===== src/rtl/led_walk_pkg.sv =====
// -----------------------------------------------------------------------------
// led_walk_pkg
// Shared definitions for the LED walk arbiter:
//   state_t  - controller FSM encoding (IDLE, WALK, DONE)
//   clog2_w  - width helper that never returns less than one bit, so counter
//              and index widths stay legal even for degenerate parameters
// No ports (package).
// -----------------------------------------------------------------------------
package led_walk_pkg;

    typedef enum logic [1:0] {
        ST_IDLE = 2'd0,
        ST_WALK = 2'd1,
        ST_DONE = 2'd2
    } state_t;

    function automatic int clog2_w(input int value);
        return (value <= 1) ? 1 : $clog2(value);
    endfunction

endpackage


===== src/rtl/led_walk_arbiter_rr.sv =====
// -----------------------------------------------------------------------------
// rr_arbiter
// Combinational round-robin winner selection. The search starts one past the
// previous owner and wraps, so the previous owner has the lowest priority.
// Ports:
//   i_req    [NUM_REQ]  request vector
//   i_last   [IDX_W]    index of the previous owner
//   o_grant  [NUM_REQ]  one-hot winner, zero when no request
//   o_idx    [IDX_W]    index of the winner, zero when no request
//   o_valid             at least one request present
// -----------------------------------------------------------------------------
module rr_arbiter #(
    parameter int NUM_REQ = 4,
    parameter int IDX_W   = 2
) (
    input  logic [NUM_REQ-1:0] i_req,
    input  logic [IDX_W-1:0]   i_last,
    output logic [NUM_REQ-1:0] o_grant,
    output logic [IDX_W-1:0]   o_idx,
    output logic               o_valid
);

    int w_cand;

    always_comb begin
        o_grant = '0;
        o_idx   = '0;
        o_valid = 1'b0;
        w_cand  = 0;
        // Offset NUM_REQ lands back on the previous owner, giving it last pick.
        for (int off = 1; off <= NUM_REQ; off++) begin
            w_cand = int'(i_last) + off;
            if (w_cand >= NUM_REQ) begin
                w_cand = w_cand - NUM_REQ;
            end
            if (!o_valid && i_req[IDX_W'(w_cand)]) begin
                o_valid                 = 1'b1;
                o_idx                   = IDX_W'(w_cand);
                o_grant[IDX_W'(w_cand)] = 1'b1;
            end
        end
    end

endmodule


===== src/rtl/led_walk_arbiter.sv =====
// -----------------------------------------------------------------------------
// led_walk_arbiter
// Shares one LED bank between NUM_REQ requesters. A granted requester gets a
// single walk of a lit LED from bit 0 to bit NUM_LEDS-1, each LED held for
// STEP_CYCLES clocks, followed by a one-cycle completion pulse. Dropping the
// request mid-walk aborts it. Ownership rotates round-robin.
// Ports:
//   i_clk    sole clock, rising edge
//   i_rst_n  asynchronous active-low reset
//   i_req    [NUM_REQ]          level request per requester
//   o_grant  [NUM_REQ]          one-hot current owner, zero when none
//   o_owner  [clog2(NUM_REQ)]   index of current owner, zero when none
//   o_leds   [NUM_LEDS]         one-hot walking LED, zero outside the walk
//   o_done   [NUM_REQ]          one-cycle pulse for the owner whose walk ended
//   o_busy                      high while walking or signalling completion
// -----------------------------------------------------------------------------
module led_walk_arbiter
    import led_walk_pkg::*;
#(
    parameter int NUM_LEDS    = 8,
    parameter int NUM_REQ     = 4,
    parameter int STEP_CYCLES = 4
) (
    input  logic                        i_clk,
    input  logic                        i_rst_n,
    input  logic [NUM_REQ-1:0]          i_req,
    output logic [NUM_REQ-1:0]          o_grant,
    output logic [clog2_w(NUM_REQ)-1:0] o_owner,
    output logic [NUM_LEDS-1:0]         o_leds,
    output logic [NUM_REQ-1:0]          o_done,
    output logic                        o_busy
);

    localparam int OWN_W = clog2_w(NUM_REQ);
    localparam int LED_W = clog2_w(NUM_LEDS);
    localparam int CNT_W = clog2_w(STEP_CYCLES + 1);

    localparam logic [CNT_W-1:0] STEP_LAST = CNT_W'(STEP_CYCLES - 1);
    localparam logic [LED_W-1:0] LED_LAST  = LED_W'(NUM_LEDS - 1);
    localparam logic [OWN_W-1:0] OWN_RESET = OWN_W'(NUM_REQ - 1);

    if (NUM_LEDS < 2) begin : g_bad_num_leds
        $error("led_walk_arbiter: NUM_LEDS must be >= 2");
    end
    if (NUM_REQ < 2) begin : g_bad_num_req
        $error("led_walk_arbiter: NUM_REQ must be >= 2");
    end
    if (STEP_CYCLES < 1) begin : g_bad_step_cycles
        $error("led_walk_arbiter: STEP_CYCLES must be >= 1");
    end

    state_t             r_state;
    logic [CNT_W-1:0]   r_step;
    logic [LED_W-1:0]   r_led_idx;
    logic [OWN_W-1:0]   r_last_owner;

    logic [NUM_REQ-1:0] w_arb_grant;
    logic [OWN_W-1:0]   w_arb_idx;
    logic               w_arb_valid;

    rr_arbiter #(
        .NUM_REQ (NUM_REQ),
        .IDX_W   (OWN_W)
    ) u_rr_arbiter (
        .i_req   (i_req),
        .i_last  (r_last_owner),
        .o_grant (w_arb_grant),
        .o_idx   (w_arb_idx),
        .o_valid (w_arb_valid)
    );

    always_ff @(posedge i_clk or negedge i_rst_n) begin
        if (!i_rst_n) begin
            r_state      <= ST_IDLE;
            r_step       <= '0;
            r_led_idx    <= '0;
            r_last_owner <= OWN_RESET;
            o_grant      <= '0;
            o_owner      <= '0;
            o_leds       <= '0;
            o_done       <= '0;
            o_busy       <= 1'b0;
        end else begin
            case (r_state)
                ST_IDLE: begin
                    o_done <= '0;
                    if (w_arb_valid) begin
                        r_state      <= ST_WALK;
                        // Recording the winner now is equivalent to recording
                        // it at completion/abort: no arbitration happens until
                        // this walk has ended.
                        r_last_owner <= w_arb_idx;
                        o_grant      <= w_arb_grant;
                        o_owner      <= w_arb_idx;
                        o_leds       <= NUM_LEDS'(1);
                        o_busy       <= 1'b1;
                        r_step       <= '0;
                        r_led_idx    <= '0;
                    end
                end

                ST_WALK: begin
                    if (!i_req[o_owner]) begin
                        // Owner withdrew: abort straight to IDLE, no done pulse.
                        r_state   <= ST_IDLE;
                        o_grant   <= '0;
                        o_owner   <= '0;
                        o_leds    <= '0;
                        o_busy    <= 1'b0;
                        r_step    <= '0;
                        r_led_idx <= '0;
                    end else if (r_step == STEP_LAST) begin
                        r_step <= '0;
                        if (r_led_idx == LED_LAST) begin
                            r_state   <= ST_DONE;
                            o_done    <= o_grant;
                            o_grant   <= '0;
                            o_owner   <= '0;
                            o_leds    <= '0;
                            r_led_idx <= '0;
                        end else begin
                            r_led_idx <= r_led_idx + LED_W'(1);
                            o_leds    <= {o_leds[NUM_LEDS-2:0], 1'b0};
                        end
                    end else begin
                        r_step <= r_step + CNT_W'(1);
                    end
                end

                ST_DONE: begin
                    r_state <= ST_IDLE;
                    o_done  <= '0;
                    o_busy  <= 1'b0;
                end

                default: begin
                    r_state <= ST_IDLE;
                    o_grant <= '0;
                    o_owner <= '0;
                    o_leds  <= '0;
                    o_done  <= '0;
                    o_busy  <= 1'b0;
                end
            endcase
        end
    end

    a_grant_onehot0: assert property (@(posedge i_clk) disable iff (!i_rst_n)
        $onehot0(o_grant));
    a_leds_onehot0: assert property (@(posedge i_clk) disable iff (!i_rst_n)
        $onehot0(o_leds));
    a_leds_busy: assert property (@(posedge i_clk) disable iff (!i_rst_n)
        (|o_leds) |-> o_busy);
    a_done_single: assert property (@(posedge i_clk) disable iff (!i_rst_n)
        (|o_done) |=> (o_done == '0));
    a_done_no_leds: assert property (@(posedge i_clk) disable iff (!i_rst_n)
        (|o_done) |-> (o_leds == '0));

endmodule


===== config.mk =====
export PLATFORM = sky130hd
export DESIGN_NAME = led_walk_arbiter
export DESIGN_NICKNAME = d
export VERILOG_FILES = /design/src/rtl/led_walk_pkg.sv /design/src/rtl/led_walk_arbiter_rr.sv /design/src/rtl/led_walk_arbiter.sv
export SDC_FILE = /design/constraint.sdc
export NUM_CORES = 1
export LEC_CHECK = 0
export CORE_ASPECT_RATIO = 0.6
export CORE_MARGIN = 4
export CORE_UTILIZATION = 54
export CTS_CLUSTER_SIZE = 16
export DETAILED_ROUTE_END_ITERATION = 8
export GPL_ROUTABILITY_DRIVEN = 0
export GPL_TIMING_DRIVEN = 0
export PLACE_DENSITY_LB_ADDON = 0.08
export SLEW_MARGIN = 40
export SYNTH_ARGS = -nofsm -noshare
export SYNTH_HDL_FRONTEND = slang
export SYNTH_SLANG_ARGS = --single-unit

===== constraint.sdc =====
create_clock -name i_clk -period 3 [get_ports i_clk]
set_clock_uncertainty 0.15 [all_clocks]
set_input_delay 0.6 -clock i_clk [delete_from_list [all_inputs] [get_ports i_clk]]
set_output_delay 0.6 -clock i_clk [all_outputs]
set_load 0.05 [all_outputs]

== Yosys cells after proc, flatten, opt, wreduce, memory -nomap -nowiden ==
Index checks and enable logic that the tools add are counted.

* $add $sub $neg: 10
* Magnitude comparators: 13
* Equal/unequal tests: 11
* Mux-type cells: 73
* Bitwise gates (word level): 4
* Reductions and logical operators: 20

{| class="wikitable"
|+ Operators by type and width
! kind !! number
|-
| 2-to-1 mux 4 bit || 12
|-
| 2-to-1 mux 2 bit || 16
|-
| 2-to-1 mux 8 bit || 4
|-
| case mux 8 bit (3 select lines) || 1
|-
| 2-to-1 mux 1 bit || 19
|-
| 2-to-1 mux 3 bit || 6
|-
| < comparator 2 x 4 -> 1 bit, second input constant || 4
|-
| OR 4 bit || 3
|-
| case mux 3 bit (2 select lines) || 2
|-
| case mux 4 bit (3 select lines) || 1
|-
| AND reduction 3 bit || 4
|-
| binary-select mux 1 bit (select 2 bit) || 5
|-
| >= comparator 3 bit, second input constant || 3
|-
| demux 1 bit (select 2 bit) || 4
|-
| >= comparator 2 x 1 -> 1 bit, second input constant || 4
|-
| != test 2 bit, second input constant || 4
|-
| subtractor 2 x 1 -> 2 bit, second input constant || 4
|-
| logical AND 1 bit || 7
|-
| adder 2 x 2 -> 3 bit, second input constant || 2
|-
| adder 3 x 1 -> 3 bit, second input constant || 2
|-
| != test 3 bit, second input constant || 2
|-
| case mux 2 bit (3 select lines) || 1
|-
| AND reduction 2 bit || 3
|-
| adder 2 x 3 -> 4 bit, second input constant || 1
|-
| other kinds (15) || 17
|}

* Register bits: 29
* Input bits: 6
* Output and inout port bits: 19
* Word-level logic and storage cells: 140

== Depth between registers and ports, before layout ==
Gate-level depths: netlist of run 1.

* Word-level depth: 18
* Mapped depth: 9
* Depth with buffers taken out: 7

== Modules after synthesis ==
From an unflattened synthesis of run 1, not the netlist that was laid out.

* Cells, all modules: 175
* Area, all modules: 1860.5 um^2

{| class="wikitable"
|+ By module, submodules not included
! module !! times used !! cells each !! area each (um^2) !! sequential area each (um^2)
|-
| led_walk_arbiter || 1 || 121 || 1385.1 || 728.2
|-
| rr_arbiter || 1 || 54 || 475.5 || 0.0
|}

== Worst setup path after synthesis of run 1 ==
No wires, ideal clock.

* Path kind: register to register
* Start point: register r_last_owner[0]
* End point: register r_last_owner[0]
* Setup time: 0.077 ns
* Arrival: 2.040 ns
* Data required time: 2.773 ns
* Path slack: 0.733 ns
* Stages on the path, launching flop included: 10
* Path buffers: 2
* Clock period less this slack: 2.267 ns
* Cells stage by stage: dfstp_2 > buf_6 > buf_6 > inv_1 > ha_1 > inv_1 > mux2i_2 > a21oi_1 > o21bai_1 > a31oi_1

* Cells in the longest elaborated chain, start to end: 17
* Elaborated cells on any way between the ends: 43
* Classes of those cells: add/sub (8); order compare (4); mux (24); reduce/logical (7)

{| class="wikitable"
|+ RTL lines
! element !! line !! text
|-
| start: declaration || led_walk_arbiter.sv:55 || <nowiki>logic [OWN_W-1:0] r_last_owner;</nowiki>
|-
| start signal: assignment || led_walk_arbiter.sv:92 || <nowiki>r_last_owner <= w_arb_idx;</nowiki>
|-
| adder 2 x 1 -> 3 bit || led_walk_arbiter_rr.sv:32 || <nowiki>w_cand = int'(i_last) + off;</nowiki>
|-
| >= comparator 3 bit / subtractor 2 x 1 -> 2 bit (equally long branches) || led_walk_arbiter_rr.sv:33, led_walk_arbiter_rr.sv:34 ||
|-
| 2-to-1 mux 2 bit || led_walk_arbiter_rr.sv:33 || <nowiki>if (w_cand >= NUM_REQ) begin</nowiki>
|-
| binary-select mux 1 bit (select 2 bit) || led_walk_arbiter_rr.sv:36 || <nowiki>if (!o_valid && i_req[IDX_W'(w_cand)]) begin</nowiki>
|-
| 2-to-1 mux 1 bit (not written as such) (2 in a row) || led_walk_arbiter_rr.sv:36 ||
|-
| 2-to-1 mux 1 bit || led_walk_arbiter_rr.sv:36 ||
|-
| zero test 1 bit || led_walk_arbiter_rr.sv:36 ||
|-
| logical AND 1 bit || led_walk_arbiter_rr.sv:36 ||
|-
| 2-to-1 mux 1 bit || led_walk_arbiter_rr.sv:36 ||
|-
| zero test 1 bit || led_walk_arbiter_rr.sv:36 ||
|-
| logical AND 1 bit || led_walk_arbiter_rr.sv:36 ||
|-
| 2-to-1 mux 1 bit || led_walk_arbiter_rr.sv:36 ||
|-
| zero test 1 bit || led_walk_arbiter_rr.sv:36 ||
|-
| logical AND 1 bit || led_walk_arbiter_rr.sv:36 ||
|-
| 2-to-1 mux 1 bit || led_walk_arbiter_rr.sv:36 ||
|-
| AND reduction 2 bit (no line) || n/a ||
|}

Several ways; a longest one is shown, not always the timed one. The select of a mux whose other input is x is not followed.
A chain may end at the register's enable or synchronous reset.

== Worst setup path in the final report of run 1 ==
Same ends and word-level chain as after synthesis.

==> results of run 1 <==
stage by stage:
step | power [mW] | cells | cell area (um2) | util [%]
2_1_floorplan | 1.439 | 176 | 1777 | -
3_3_place_gp | 1.715 | 242 | 2069 | 68.92
3_5_place_dp | 1.773 | 242 | 2064 | 68.75
4_1_cts | 2.137 | 250 | 2166 | 72.13
5_1_grt | 2.283 | 250 | 2166 | 72.13
6_report | 2.142 | 250 | 2166 | 72.13
logic make-up (layout without fill, tap and decap cells):
| kind of cell | count (synthesis) | in the layout | share of synthesized area (%) |
|---|---|---|---|
| simple gates | 60 | 60 | 16.55 |
| compound gates | 55 | 55 | 23.24 |
| buf+inv | 12 | 44 | 4.436 |
| mux | 10 | 10 | 7.746 |
| flops | 29 | 29 | 40.99 |
| fa+ha+maj | 10 | 10 | 7.042 |
worst max-delay path, cell delays in order, from the launching register on:
cell      delay, ns
dfstp_2        0.58
buf_6          0.15
buf_6          0.14
inv_1          0.12
ha_1           0.40
inv_1          0.14
mux2i_2        0.36
a21oi_1        0.18
o21bai_1       0.19
a31oi_1        0.16
area by class of cell:
class                   instances  area [um2]
plain buffers                   7       60.06
clock buffers                   7       96.34
clock inverters                 1       5.005
fillers                       223       837.1
inverters                       5       18.77
multi-input cells             135       969.7
flip-flops and latches         29       728.2
well taps                      42       52.55
repair buffers                 24       235.2
layout by cell type (no fill, tap or decap), types with 3 or more instances in the layout:
cell,synthesis,final
ha_1,10,10
a21oi_1,5,5
a22o_1,5,5
mux2i_1,3,3
a32oi_1,4,4
o211ai_1,4,4
buf_2,3,4
o21ai_0,14,14
nand2_1,28,28
dfrtp_1,27,27
nor2_1,9,9
mux2_2,4,4
nor2b_1,3,3
clkdlybuf4s50_1,0,23
and2_1,3,3
clkbuf_8,0,7
buf_6,4,4
inv_1,5,5
a21o_1,3,3
registers in the layout, summed over array words and instances (netlist names):
register      flops
o_leds            8
o_done            4
o_grant           4
r_led_idx         3
r_step            3
o_owner           2
r_last_owner      2
r_state           2
o_busy            1
worst min-delay path by stage:
stage	start	endpoint	slack [ns]	cells past startpoint
after CTS	i_rst_n	o_leds[5]$_DFFE_PN0P_	0.21	1
final	i_rst_n	o_done[3]$_DFFE_PN0P_	0.19	1
after floorplan	i_rst_n	o_busy$_DFFE_PN0P_	0.15	0
after global routing	i_rst_n	o_done[3]$_DFFE_PN0P_	0.23	1
after detailed placement	o_leds[7]$_DFFE_PN0P_	o_leds[7]$_DFFE_PN0P_	0.32	2
after global placement	r_step[0]$_DFFE_PN0P_	r_step[0]$_DFFE_PN0P_	0.31	1
layer usage:
layer	wire length, um	GRT usage, %
met1	2089	31.39
met2	1944	36.73
met3	314	7.045
met4	32	6.906
met5	0	0
power groups by stage:
stage	combinational (mW)	sequential, mW	clock (mW)
floorplan	0.667	0.772	0
global placement	1.11	0.601	0
detailed placement	1.16	0.613	0
CTS	1.17	0.608	0.359
global route	1.28	0.622	0.379
finish	1.18	0.610	0.355
==> results.yml, run 1 <==
status:
  status: "finished, final reports clean"
synth:
  ys.flop_type: "dfrtp_1"
  ys_top_cells_by_count: "nand2_1 (28), dfrtp_1 (27), o21ai_0 (14)"
  postSynthAreaPerCell_um2: 10.09
  seq_area_frac_synth_pct: 40.99
  postSynth.asyncResetShare_pct: 100.0
  yosysTopAreaCell: "dfrtp_1"
  synthesis.nets: 192
  yosys-top-cells-area: "dfrtp_1 (38%), ha_1 (7.0%), nand2_1 (5.9%)"
  netlist.area_leader.share_pct: 38.03
  synth_edf_count: 0
  yosysMostFrequentCell: "nand2_1"
  synth.distinct_cells: 49
  ys_seq_elements: 29
  syn_area_um2: 1777
  syn_inst: 176
  ys_warn_count: 0
clocking:
  cts-hold-fix-buffers: 0
  cts_resized: 0
  clockBufferDepth: 2
  cts_tree: "yes"
  clock-root-buffer: "clkbuf_8"
  cts_setup_buffers: 0
  cts.clk_slew.worst_paths_ns: 0.07
  clk_latency_ns: 0.28
  cts_buffers: 5
  cts.sinks: 29
  cts_htree_levels: 2
setup_path:
  crit_arrival_ns: 2.70
  crit_type: "reg -> reg"
  critPathLaunchType: "flop"
  crit_start: "r_last_owner[0]$_DFFE_PN1P_"
  r2r-start: "r_last_owner[0]$_DFFE_PN1P_"
  r2r_cells: 9
  end_kind: "flop"
  endpoint: "r_last_owner[0]$_DFFE_PN1P_"
  worst_ep_required_time_ns: 3.05
  ff2ff_setup_slack_ns: 0.35
  critical_path_peak_fanout: 10
  rr_endpoint: "r_last_owner[0]$_DFFE_PN1P_"
sta:
  timing.setup.tns_ns: 0
  rsz0062_at_grt: "false"
  worst_pin_slew_ns: 0.6318
  slew-limit-headroom_pct: 57.88
  finalMaxSlewViolations: 0
  setup_ws_ns: 0.3514
  min_period_ns: 2.649
  hold_ws_ns: 0.1876
  fin_crit_sh_pct: 88.29
  fmax_mhz: 377.6
  setup_viol: 0
  finalHoldViolCount: 0
place:
  dp_hpwl_mm: 3.253
  place_ws_ns: 0.2528
  io_buffer_count: 24
routing:
  drtIter0Drc: 142
  wl_mm: 4.381
  wl_per_cell_um: 17.52
  drtPass1Iterations: 4
  postRouteAntennaNets: 0
  vias_per_cell: 6.096
  route.vias.total: 1524
  route.detailed.drc: 0
power_and_ir_drop:
  ir_worst_vdd_mv: 0.6116
  internal_power_mw: 1.145
  p_leak_nw: 0.9719
  power_frac_comb_pct: 54.9
  p_sw_share_pct: 46.51
  p_per_area_nw_per_um2: 988.8
  p_seq_share_pct: 28.5
  switchingPower_uw: 996.0
  clkPwrFrac_pct: 16.6
global_routing:
  grt_pass1_vias: 1508
  antenna_found_initial: 0
  grt_usage_pct: 23.47
  grt_max_degree: 30
  grt_pass1_wl_mm: 7.396
  overflow: 0
cells_and_area:
  syn_to_final_growth_pct: 21.90
  fin_nets: 223
  drive_above_1_share_pct: 14.90
  antenna_cells: 0
floorplanning:
  dieArea_um2: 4302
  start_util_pct: 59.17
  num_rows: 15
  core_area_um2: 3003
  fp.dieH_um: 52.43
  die_x_um: 82.05
  num_io_pins: 25
worst_hold_path:
  hp-class: "in -> async"
run:
  max_cap_violations: 0
Power figures use the tool's default switching activity.
==> run 2, diff against run 1 <==
--- a/config.mk
+++ b/config.mk
@@ -7,12 +7,14 @@
 export LEC_CHECK = 0
 export CORE_ASPECT_RATIO = 0.6
 export CORE_MARGIN = 4
-export CORE_UTILIZATION = 54
+export CORE_UTILIZATION = 49
 export CTS_CLUSTER_SIZE = 16
 export DETAILED_ROUTE_END_ITERATION = 8
 export GPL_ROUTABILITY_DRIVEN = 0
 export GPL_TIMING_DRIVEN = 0
 export PLACE_DENSITY_LB_ADDON = 0.08
+export RECOVER_POWER = 50
+export REMOVE_ABC_BUFFERS = 1
 export SLEW_MARGIN = 40
 export SYNTH_ARGS = -nofsm -noshare
 export SYNTH_HDL_FRONTEND = slang
==> constraint.sdc (replaced) <==
create_clock -name i_clk -period 2.2 [get_ports i_clk]
set_clock_uncertainty 0.15 [all_clocks]
set_input_delay 0.44 -clock i_clk [delete_from_list [all_inputs] [get_ports i_clk]]
set_output_delay 0.44 -clock i_clk [all_outputs]
set_load 0.05 [all_outputs]
==> run 2 against run 1 <==
The run now ends with capacitance limit, slew limit, setup timing left. Flip-flop and latch count is the same. Sequential share of layout area shrank 1.0 points. Register-to-register slack got worse by 0.37 ns. Design area rose by 3.6%. Via count up 0.72%. First-iteration DRC count fell by 37%. Core utilization shrank 5.4 points. Largest power group unchanged.
==> results.yml, run 2 (synthesis results as in run 1) <==
sta:
  timing.setup.tns_ns: -0.02556
  setup_viol: 2
  setup_ws_ns: -0.02159
  fin_crit_sh_pct: 101.0
  finalMaxSlewViolations: 30
  fmax_mhz: 450.1
  min_period_ns: 2.222
  rsz0062_at_grt: "true"
  finalHoldViolCount: 0
  slew-limit-headroom_pct: -1.036
  worst_pin_slew_ns: 1.516
clocking:
  clockBufferDepth: 2
  cts.sinks: 29
  cts.clk_slew.worst_paths_ns: 0.06
  cts_htree_levels: 2
  clk_latency_ns: 0.28
  clock-root-buffer: "clkbuf_8"
  cts_tree: "yes"
  cts-hold-fix-buffers: 0
  cts_buffers: 5
cells_and_area:
  layout_common_cells: "nand2_1 (28), dfrtp_1 (27), clkdlybuf4s50_1 (19)"
  regMostFlops: "o_leds"
  layout_commonest_cell: "nand2_1"
  syn_to_final_growth_pct: 26.27
  drive_above_1_share_pct: 19.32
  antenna_cells: 0
  largest_reg_flops: 8
  instances_no_fill: 252
  biggestRegsByFlops: "o_leds (8), o_done (4), o_grant (4)"
  fin_nets: 223
  final_util_pct: 66.70
status:
  failed_checks: "capacitance limit, slew limit, setup timing"
  status: "complete, but fails checks"
power_and_ir_drop:
  p_per_area_nw_per_um2: 1398
  p_total_mw: 3.136
  clkPwrFrac_pct: 13.8
  p_leak_nw: 0.9778
  p_sw_share_pct: 45.81
  internal_power_mw: 1.699
  power_frac_comb_pct: 60.2
  switchingPower_mw: 1.437
  p_seq_share_pct: 25.9
  ir_worst_vdd_mv: 0.8822
run:
  max_cap_violations: 1
worst_hold_path:
  hold_path_end: "r_step[0]$_DFFE_PN0P_"
  hold_depth: 1
  hp-class: "reg -> reg"
  min_from: "r_step[0]$_DFFE_PN0P_"
routing:
  drtPass1Iterations: 4
  drtIter0Drc: 90
  wl_per_cell_um: 17.65
  vias_per_cell: 6.091
  postRouteAntennaNets: 0
  route.detailed.drc: 0
  wl_mm: 4.448
  route.vias.total: 1535
setup_path:
  critical_path_peak_fanout: 8
  ff2ff_setup_slack_ns: -0.02
  r2r_cells: 6
  crit_arrival_ns: 2.22
  crit_type: "reg -> reg"
  worst_ep_required_time_ns: 2.20
  end_kind: "flop"
  rr_endpoint: "o_grant[2]$_DFFE_PN0P_"
  r2r-start: "r_last_owner[0]$_DFFE_PN1P_"
  critPathLaunchType: "flop"
place:
  dp_hpwl_mm: 2.993
  io_buffer_count: 24
  dp.cells: 238
floorplanning:
  num_io_pins: 25
  start_util_pct: 52.83
  core_area_um2: 3363
  die_x_um: 85.74
  fp.dieH_um: 54.65
  dieArea_um2: 4685
  num_rows: 16
global_routing:
  overflow: 0
  antenna_found_initial: 0
  grt_pass1_wl_mm: 7.217
  grt_usage_pct: 20.25
  grt_pass1_vias: 1461
  grt_max_degree: 30
## run 2: cell count changes in the layout (fill, tap and decap cells not counted), moves of 4 or more
cell	before	now
buf_4	0	5
clkdlybuf4s50_1	23	19
buf_6	4	0
buf_2	4	0
dlygate4sd2_1	0	4
## run 2: final cells by class
type / count / area, um2
well taps: 45 / 56.30
multi-input cells: 135 / 1045
fillers: 262 / 1120
repair buffers: 31 / 301.5
inverters: 5 / 22.52
flip-flops and latches: 29 / 732.0
clock buffers: 7 / 86.33
## run 2: per-layer routing
metal | share of wire, % | up-vias | track usage [%]
met2 | 45 | 60 | 32.73
met4 | 0.54 | 0 | 5.000
met3 | 7.9 | 4 | 5.564
met1 | 46 | 759 | 27.41
met5 | 0 | - | 0
li1 | - | 712 | -
## run 2: worst max path at each step
stage	start	end	slack, ns	cells past startpoint
2_1_floorplan	r_last_owner[0]$_DFFE_PN1P_	o_owner[0]$_DFFE_PN0P_	-0.05	7
3_3_place_gp	r_last_owner[0]$_DFFE_PN1P_	o_owner[0]$_DFFE_PN0P_	-0.31	7
3_5_place_dp	r_last_owner[0]$_DFFE_PN1P_	o_grant[2]$_DFFE_PN0P_	-0.37	7
4_1_cts	r_last_owner[0]$_DFFE_PN1P_	o_owner[0]$_DFFE_PN0P_	-0.01	5
5_1_grt	r_last_owner[0]$_DFFE_PN1P_	o_owner[0]$_DFFE_PN0P_	-0.07	5
6_report	r_last_owner[0]$_DFFE_PN1P_	o_grant[2]$_DFFE_PN0P_	-0.02	6
## run 2: power groups by stage
stage               clock network, mW  logic, mW  registers [mW]
floorplan                           0      0.802            1.08
global route                    0.462       2.04           0.831
finish                          0.434       1.89           0.813
global placement                    0       1.40           0.858
detailed placement                  0       1.44           0.878
CTS                             0.441       1.70           0.808
## run 2: timing repair
item | 4_1_cts | 5_1_grt
resized for setup | 13 | 11
pin swaps | 0 | 3
buffers inserted | 5 | 2
hold endpoints to repair | 0 | 0
setup endpoints to repair | 19 | 10
## run 2: critical path, stage by stage (launching register included)
cell,delay (ns)
dfstp_4,0.65
buf_8,0.13
mux4_2,0.64
nand2b_4,0.14
a21oi_2,0.05
a32oi_1,0.20
o211ai_1,0.11
## run 2: metrics by stage
| step | hold slack (ns) | instance area, um2 | setup WS (ns) |
|---|---|---|---|
| 3_5_place_dp | 0.3218 | 2008 | -0.3680 |
| 3_3_place_gp | 0.3070 | 2013 | -0.3060 |
| 6_report | 0.3380 | 2243 | -0.02159 |
| 4_1_cts | 0.05186 | 2181 | -0.01335 |
| 5_1_grt | 0.3732 | 2243 | -0.06848 |
| 2_1_floorplan | -0.005591 | 1717 | -0.05434 |
==> run 3, diff against run 2 <==
--- a/config.mk
+++ b/config.mk
@@ -8,7 +8,8 @@
 export CORE_ASPECT_RATIO = 0.6
 export CORE_MARGIN = 4
 export CORE_UTILIZATION = 49
-export CTS_CLUSTER_SIZE = 16
+export CTS_CLUSTER_DIAMETER = 40
+export CTS_CLUSTER_SIZE = 10
 export DETAILED_ROUTE_END_ITERATION = 8
 export GPL_ROUTABILITY_DRIVEN = 0
 export GPL_TIMING_DRIVEN = 0
==> results of run 3 <==
Final layout, timing and power as in run 2 (identical DEF).
